<file path="src/rtl/mem_pkg.sv">
// +----------------------------------------------------------------------------
// | Module   : mem_pkg
// | Purpose  : Shared widths and request type for the SRAM request front-end.
// | Revision : 1.0 - initial release
// +----------------------------------------------------------------------------
`default_nettype none

package mem_pkg;

   localparam int ADDR_W = 4;
   localparam int DATA_W = 8;

   typedef logic [ADDR_W-1:0] addr_t;
   typedef logic [DATA_W-1:0] data_t;

   typedef struct packed {
      logic  we;
      addr_t addr;
      data_t wdata;
   } mem_req_t;

endpackage

`default_nettype wire

</file>
<file path="src/rtl/sync_fifo.sv">
// +----------------------------------------------------------------------------
// | Module   : sync_fifo
// | Purpose  : Single-clock FIFO, power-of-two depth, head visible on dout.
// | Revision : 1.0 - initial release
// +----------------------------------------------------------------------------
`default_nettype none

module sync_fifo #(
   parameter int WIDTH = 8,
   parameter int DEPTH = 4,
   localparam int PTR_W = $clog2(DEPTH),
   localparam int CNT_W = PTR_W + 1
) (
   input  logic             clk,
   input  logic             rst,
   input  logic             push,
   input  logic             pop,
   input  logic [WIDTH-1:0] din,
   output logic [WIDTH-1:0] dout,
   output logic [CNT_W-1:0] count,
   output logic             full,
   output logic             empty
);

   logic [WIDTH-1:0] mem_q [DEPTH];
   logic [PTR_W-1:0] wr_ptr_q;
   logic [PTR_W-1:0] rd_ptr_q;
   logic [CNT_W-1:0] count_q;
   logic             do_push;
   logic             do_pop;

   assign empty   = (count_q == '0);
   assign full    = (count_q == CNT_W'(DEPTH));
   assign count   = count_q;
   assign do_pop  = pop && !empty;
   assign do_push = push && (!full || do_pop);
   // Head is forced to zero when empty so the output is clean out of reset.
   assign dout    = empty ? '0 : mem_q[rd_ptr_q];

   always_ff @(posedge clk) begin
      if (do_push) begin
         mem_q[wr_ptr_q] <= din;
      end
   end

   always_ff @(posedge clk) begin
      if (rst) begin
         wr_ptr_q <= '0;
         rd_ptr_q <= '0;
         count_q  <= '0;
      end else begin
         if (do_push) wr_ptr_q <= wr_ptr_q + 1'b1;
         if (do_pop)  rd_ptr_q <= rd_ptr_q + 1'b1;
         count_q <= count_q + CNT_W'(do_push) - CNT_W'(do_pop);
      end
   end

   a_no_overflow: assert property (@(posedge clk) disable iff (rst) !(push && full && !pop));

endmodule

`default_nettype wire

</file>
<file path="src/rtl/mem_req_ctrl.sv">
// +----------------------------------------------------------------------------
// | Module   : mem_req_ctrl
// | Purpose  : Credit-limited request master for a 1-cycle-latency SRAM with
// |            in-order read responses through a small FIFO.
// | Revision : 1.0 - initial release
// +----------------------------------------------------------------------------
`default_nettype none

module mem_req_ctrl
   import mem_pkg::*;
#(
   parameter int RSP_DEPTH = 4
) (
   input  logic              clk,
   input  logic              rst,
   input  logic              req_valid,
   output logic              req_ready,
   input  logic              req_we,
   input  logic [ADDR_W-1:0] req_addr,
   input  logic [DATA_W-1:0] req_wdata,
   output logic              rsp_valid,
   input  logic              rsp_ready,
   output logic [DATA_W-1:0] rsp_rdata,
   output logic              mem_we,
   output logic [ADDR_W-1:0] mem_addr,
   output logic [DATA_W-1:0] mem_wdata,
   input  logic [DATA_W-1:0] mem_rdata
);

   localparam int CNT_W = $clog2(RSP_DEPTH) + 1;

   mem_req_t         req_q;
   mem_req_t         req_d;
   logic             s1_q;
   logic             s1_d;
   logic             s2_q;
   logic [CNT_W-1:0] fifo_count;
   logic             fifo_full;
   logic             fifo_empty;
   logic [CNT_W:0]   outstanding;
   logic             accept;
   logic             rsp_pop;

   // Every read in flight owns a FIFO slot, so a push can never find it full.
   assign outstanding = {{CNT_W{1'b0}}, s1_q} + {{CNT_W{1'b0}}, s2_q} + {1'b0, fifo_count};
   assign req_ready   = !rst && (outstanding < (CNT_W+1)'(RSP_DEPTH));
   assign accept      = req_valid && req_ready;
   assign rsp_valid   = !fifo_empty;
   assign rsp_pop     = rsp_valid && rsp_ready;

   assign mem_we    = req_q.we;
   assign mem_addr  = req_q.addr;
   assign mem_wdata = req_q.wdata;

   always_comb begin
      req_d    = req_q;
      req_d.we = 1'b0;
      s1_d     = 1'b0;
      if (accept) begin
         req_d = '{we: req_we, addr: req_addr, wdata: req_wdata};
         s1_d  = !req_we;
      end
   end

   always_ff @(posedge clk) begin
      if (rst) begin
         req_q <= '0;
         s1_q  <= 1'b0;
         s2_q  <= 1'b0;
      end else begin
         req_q <= req_d;
         s1_q  <= s1_d;
         s2_q  <= s1_q;
      end
   end

   sync_fifo #(
      .WIDTH (DATA_W),
      .DEPTH (RSP_DEPTH)
   ) u_rsp_fifo (
      .clk   (clk),
      .rst   (rst),
      .push  (s2_q),
      .pop   (rsp_pop),
      .din   (mem_rdata),
      .dout  (rsp_rdata),
      .count (fifo_count),
      .full  (fifo_full),
      .empty (fifo_empty)
   );

   a_credit_holds: assert property (@(posedge clk) disable iff (rst) !(s2_q && fifo_full && !rsp_pop));

endmodule

`default_nettype wire

</file>
<file path="config.mk">
export PLATFORM = sky130hd
export DESIGN_NAME = mem_req_ctrl
export DESIGN_NICKNAME = d
export VERILOG_FILES = /design/src/rtl/mem_pkg.sv /design/src/rtl/sync_fifo.sv /design/src/rtl/mem_req_ctrl.sv
export SDC_FILE = /design/constraint.sdc
export NUM_CORES = 1
export LEC_CHECK = 0
export ABC_CLOCK_PERIOD_IN_PS = 2600
export CORE_ASPECT_RATIO = 1.25
export CORE_MARGIN = 5
export CORE_UTILIZATION = 27
export CTS_BUF_LIST = sky130_fd_sc_hd__clkbuf_8
export DETAILED_ROUTE_END_ITERATION = 10
export SLEW_MARGIN = 20
export SYNTH_ARGS = -nofsm -noshare
export SYNTH_HDL_FRONTEND = slang
export SYNTH_SLANG_ARGS = --single-unit
</file>
<file path="constraint.sdc">
create_clock -name clk -period 2.6 [get_ports clk]
set_clock_uncertainty 0.1 [all_clocks]
set_input_delay 0.26 -clock clk [delete_from_list [all_inputs] [get_ports clk]]
set_output_delay 0.26 -clock clk [all_outputs]
set_load 0.02 [all_outputs]
</file>
==> metrics.md <==
| Metric | Value |
|---|---|
| Status | complete, no violations |
| Vias per cell | 4.30 |
| Clock Power Share | a little under a fifth |
| CP required | roughly 2.2 ns |
| Yosys top cell by area | edfxtp_1 |
| Non-Filler Instances | 310 |
| Gp weighted congestion | 0.711 |
| Main combinational cell family by area after synthesis | simple AND/OR/NAND/NOR gates |
| Ant. Diodes | 0 |
| Final Setup Violations | 0 |
| Synth cell count leaders | 32 x edfxtp_1, 24 x dfxtp_1, 24 x nand2b_1 |
| Placed Cells | 302 |
| P_sw | between 0.0007 and 0.0008 W |
| Critical path cell sequence | buf_4, mux4_2, and2_1, clkdlybuf4s50_1 |
| Startpoint class of the critical path | register |
| Die Span Y | ~110 um |
| CP max stage cell | clkdlybuf4s50_1 |
| Filler cell count | between 800 and 900 |
| Num CTS Buffers | 5 |
| H-tree depth | 2 |
| Peak supply drop | about 0.00037 V |
| CP max FO | 8 |
| Vias after detailed routing | 1332 |
| PwrDens | 812 nW/um2 |
| # port buffers | 47 |
| Max Clock Freq | between 400 and 500 MHz |
| Hold violation count in the final report | 0 |
| Core box area | 8330 um2 |
| Share of flip-flops with an asynchronous set or reset | 0% |
| Worst min-delay path category | reg2reg |
| Area growth syn-to-layout | 29.1% |
| Synthesized area | about 2300 um2 |
| Clk buf depth | 2 |
| Max incr delay on CP | approximately 0.53 ns |
| Router iterations before antenna repair | 4 |
| Arr. time, crit path | about 2.0 ns |
| Top cells by area, synth | edfxtp_1 41%, dfxtp_1 21%, mux4_2 7.8% |
| Starting Density | between 20 and 30% |
| Post-synth top flop | edfxtp_1 |
| CTS tree | done |
| Placed Area | slightly below 3000 um2 |
| Post-synthesis compound-gate area fraction | under 10% |
| Adder-Cell Fraction of Synth Area | around 5.2% |
| Antenna violations before repair | 0 |
| First-pass GRT wire length | 6620 um |
| Number of DRC markers in iteration 0 | 27 |
| FP Rows | 37 |
| Hold-fix buffers, CTS | 0 |
| Post-Synthesis Cells | 161 |
| Grt total ovfl | 0 |
| WL per Instance | 12.9 um |
| Part of the power in registers | between 40% and 50% |
| Syn Nets | about 200 |
| Slew @ Worst Pin | around 0.42 ns |
| Hold Path Depth | 1 |
| Die W | just over 90 um |
| Pins over their slew limit | 0 |
| Distinct cell type count after synthesis | 26 |
| Pint | between 0.0015 and 0.002 W |
| Total routed wirelength | between 4000 and 5000 um |
| CTS clk-pin slew, worst paths | 0.10 ns |
| Post-synth top area share | around two fifths |
| P_leak | between 1 and 1.5 nW |
| Number of post-CTS setup repair buffers | 0 |
| Final Cell Area | approximately 3000 um2 |
| Max Cap Viol | 0 |
| Die area | 10500 um2 |
| Post-synthesis simple-gate area fraction | about 14% |
| Number of synthesized flops with an enable pin | 32 |
| Setup tns final | 0 ns |
| Unrepaired setup endpoints after global routing | false |
| Synthesized area per cell | 14.4 um2 |
| Crit Path Category | reg2out |
| Layout cells sized above 1 | 9.86% |
| CP Depth | 4 |
| Worst path top cell family by delay | buffers and inverters |
| # nets final | approximately 250 |
| Synth Warn # | 0 |
| Overall routing resource usage | between 7 and 8% |
| Fin crit share | about 92% |
| Post-route DRC | 0 |
| I/O pin count | 48 |
| Number of global-route vias before repair | 1383 |
| Cells resized by post-CTS repair | 1 |
| Power consumption | around 0.0024 W |
| R2R depth | 9 |
| Most frequent cell after synthesis | edfxtp_1 |
| Slew HR | 72.2% |
| Clock sinks | 56 |
| Util after Layout | between 30 and 40% |
| Clock Latency Late Sink | approximately 0.30 ns |
| Worst path bufs/invs | 2 |
| Synth Register Bits | 56 |
| Root buffer cell | clkbuf_8 |
| Sequential fraction of the synthesis area | roughly 62% |
| Final ANT Viol Nets | 0 |
| Pin count of the biggest net entering global routing | 34 |
| Comb pwr share | 36.9% |
| Minimum clock period | about 2.4 ns |
| Dpl hpwl | approximately 2800 um |
| Switching Share | 30.8% |
| Mux cell area share after synthesis | between 10% and 20% |
| Synth Area in XOR/XNOR | under 10% |
| Setup crit end kind | primary output |
-- layout make-up --
class | instances | area, um2 | area share, %
Timing Repair Buffer | 51 | 499 | 16.7
Clock buffer | 5 | 68.8 | 2.30
Clock inverter | 3 | 20.0 | 0.669
Tap cell | 97 | 121 | 4.06
Inverter | 6 | 22.5 | 0.753
Sequential cell | 56 | 1440 | 48.2
Multi-Input combinational cell | 92 | 818 | 27.4
-- cell usage in the layout, fill, tap and decap left out, types with 2 or more instances in the layout --
cell             count
a21oi_1              2
and2_1              13
buf_4                4
clkbuf_8             5
clkdlybuf4s50_1     46
dfxtp_1             24
edfxtp_1            32
ha_1                 8
inv_1                7
mux2i_1             13
mux4_2               8
nand2b_1            24
nor2_1               8
nor2b_1              2
xnor2_1              3
-- metrics by stage --
stage | hold WS [ns] | setup WS, ns
3_3_place_gp | 0.358 | 0.363
5_1_grt | 0.391 | 0.0826
6_report | 0.376 | 0.203
2_1_floorplan | 0.259 | 0.482
3_5_place_dp | 0.361 | 0.355
4_1_cts | 0.377 | 0.170
-- kinds of logic after synthesis --
logic type	Yosys count
flip-flops	56
AND/OR/NAND/NOR	53
multiplexers	21
buffers and inverters	13
adder cells (fa/ha/maj)	9
AO/OA/AOI/OAI	5
XOR/XNOR	4
-- power by group through the flow --
| stage | Clock, W | Combinational, W | Sequential (W) |
|---|---|---|---|
| final | 0.000464 | 0.000897 | 0.00107 |
| after global routing | 0.000525 | 0.000982 | 0.00108 |
| after CTS | 0.000491 | 0.000917 | 0.00107 |
| after detailed placement | 0 | 0.000916 | 0.00109 |
| after global placement | 0 | 0.000913 | 0.00109 |
| after floorplan | 0 | 0.000534 | 0.00110 |
-- layer usage --
| layer | vias to the layer above | wire length [um] | track usage (%) |
|---|---|---|---|
| met5 | - | 0 | 0 |
| met4 | 0 | 21 | 2.35 |
| met3 | 2 | 377 | 3.56 |
| met2 | 48 | 1890 | 13.0 |
| met1 | 618 | 1720 | 9.27 |
| li1 | 664 | - | - |
-- registers in the layout, summed over array words and instances, names as in the netlist, named ones only --
signal / cells
mem_wdata: 8
u_rsp_fifo.mem_q: 32
s1_q: 1
u_rsp_fifo.wr_ptr_q: 2
mem_we: 1
s2_q: 1
u_rsp_fifo.count: 3
mem_addr: 4
u_rsp_fifo.rd_ptr_q: 2
-- final timing paths --
kind / start / endpoint / slack (ns)
max: register / rsp_rdata[3] / 0.20
min: s1_q / s2_q / 0.38
max reg2reg: u_rsp_fifo.count[2] / u_rsp_fifo.count[2] / 0.39
min reg2reg: s1_q / s2_q / 0.38
Power figures use the tool's default switching activity.
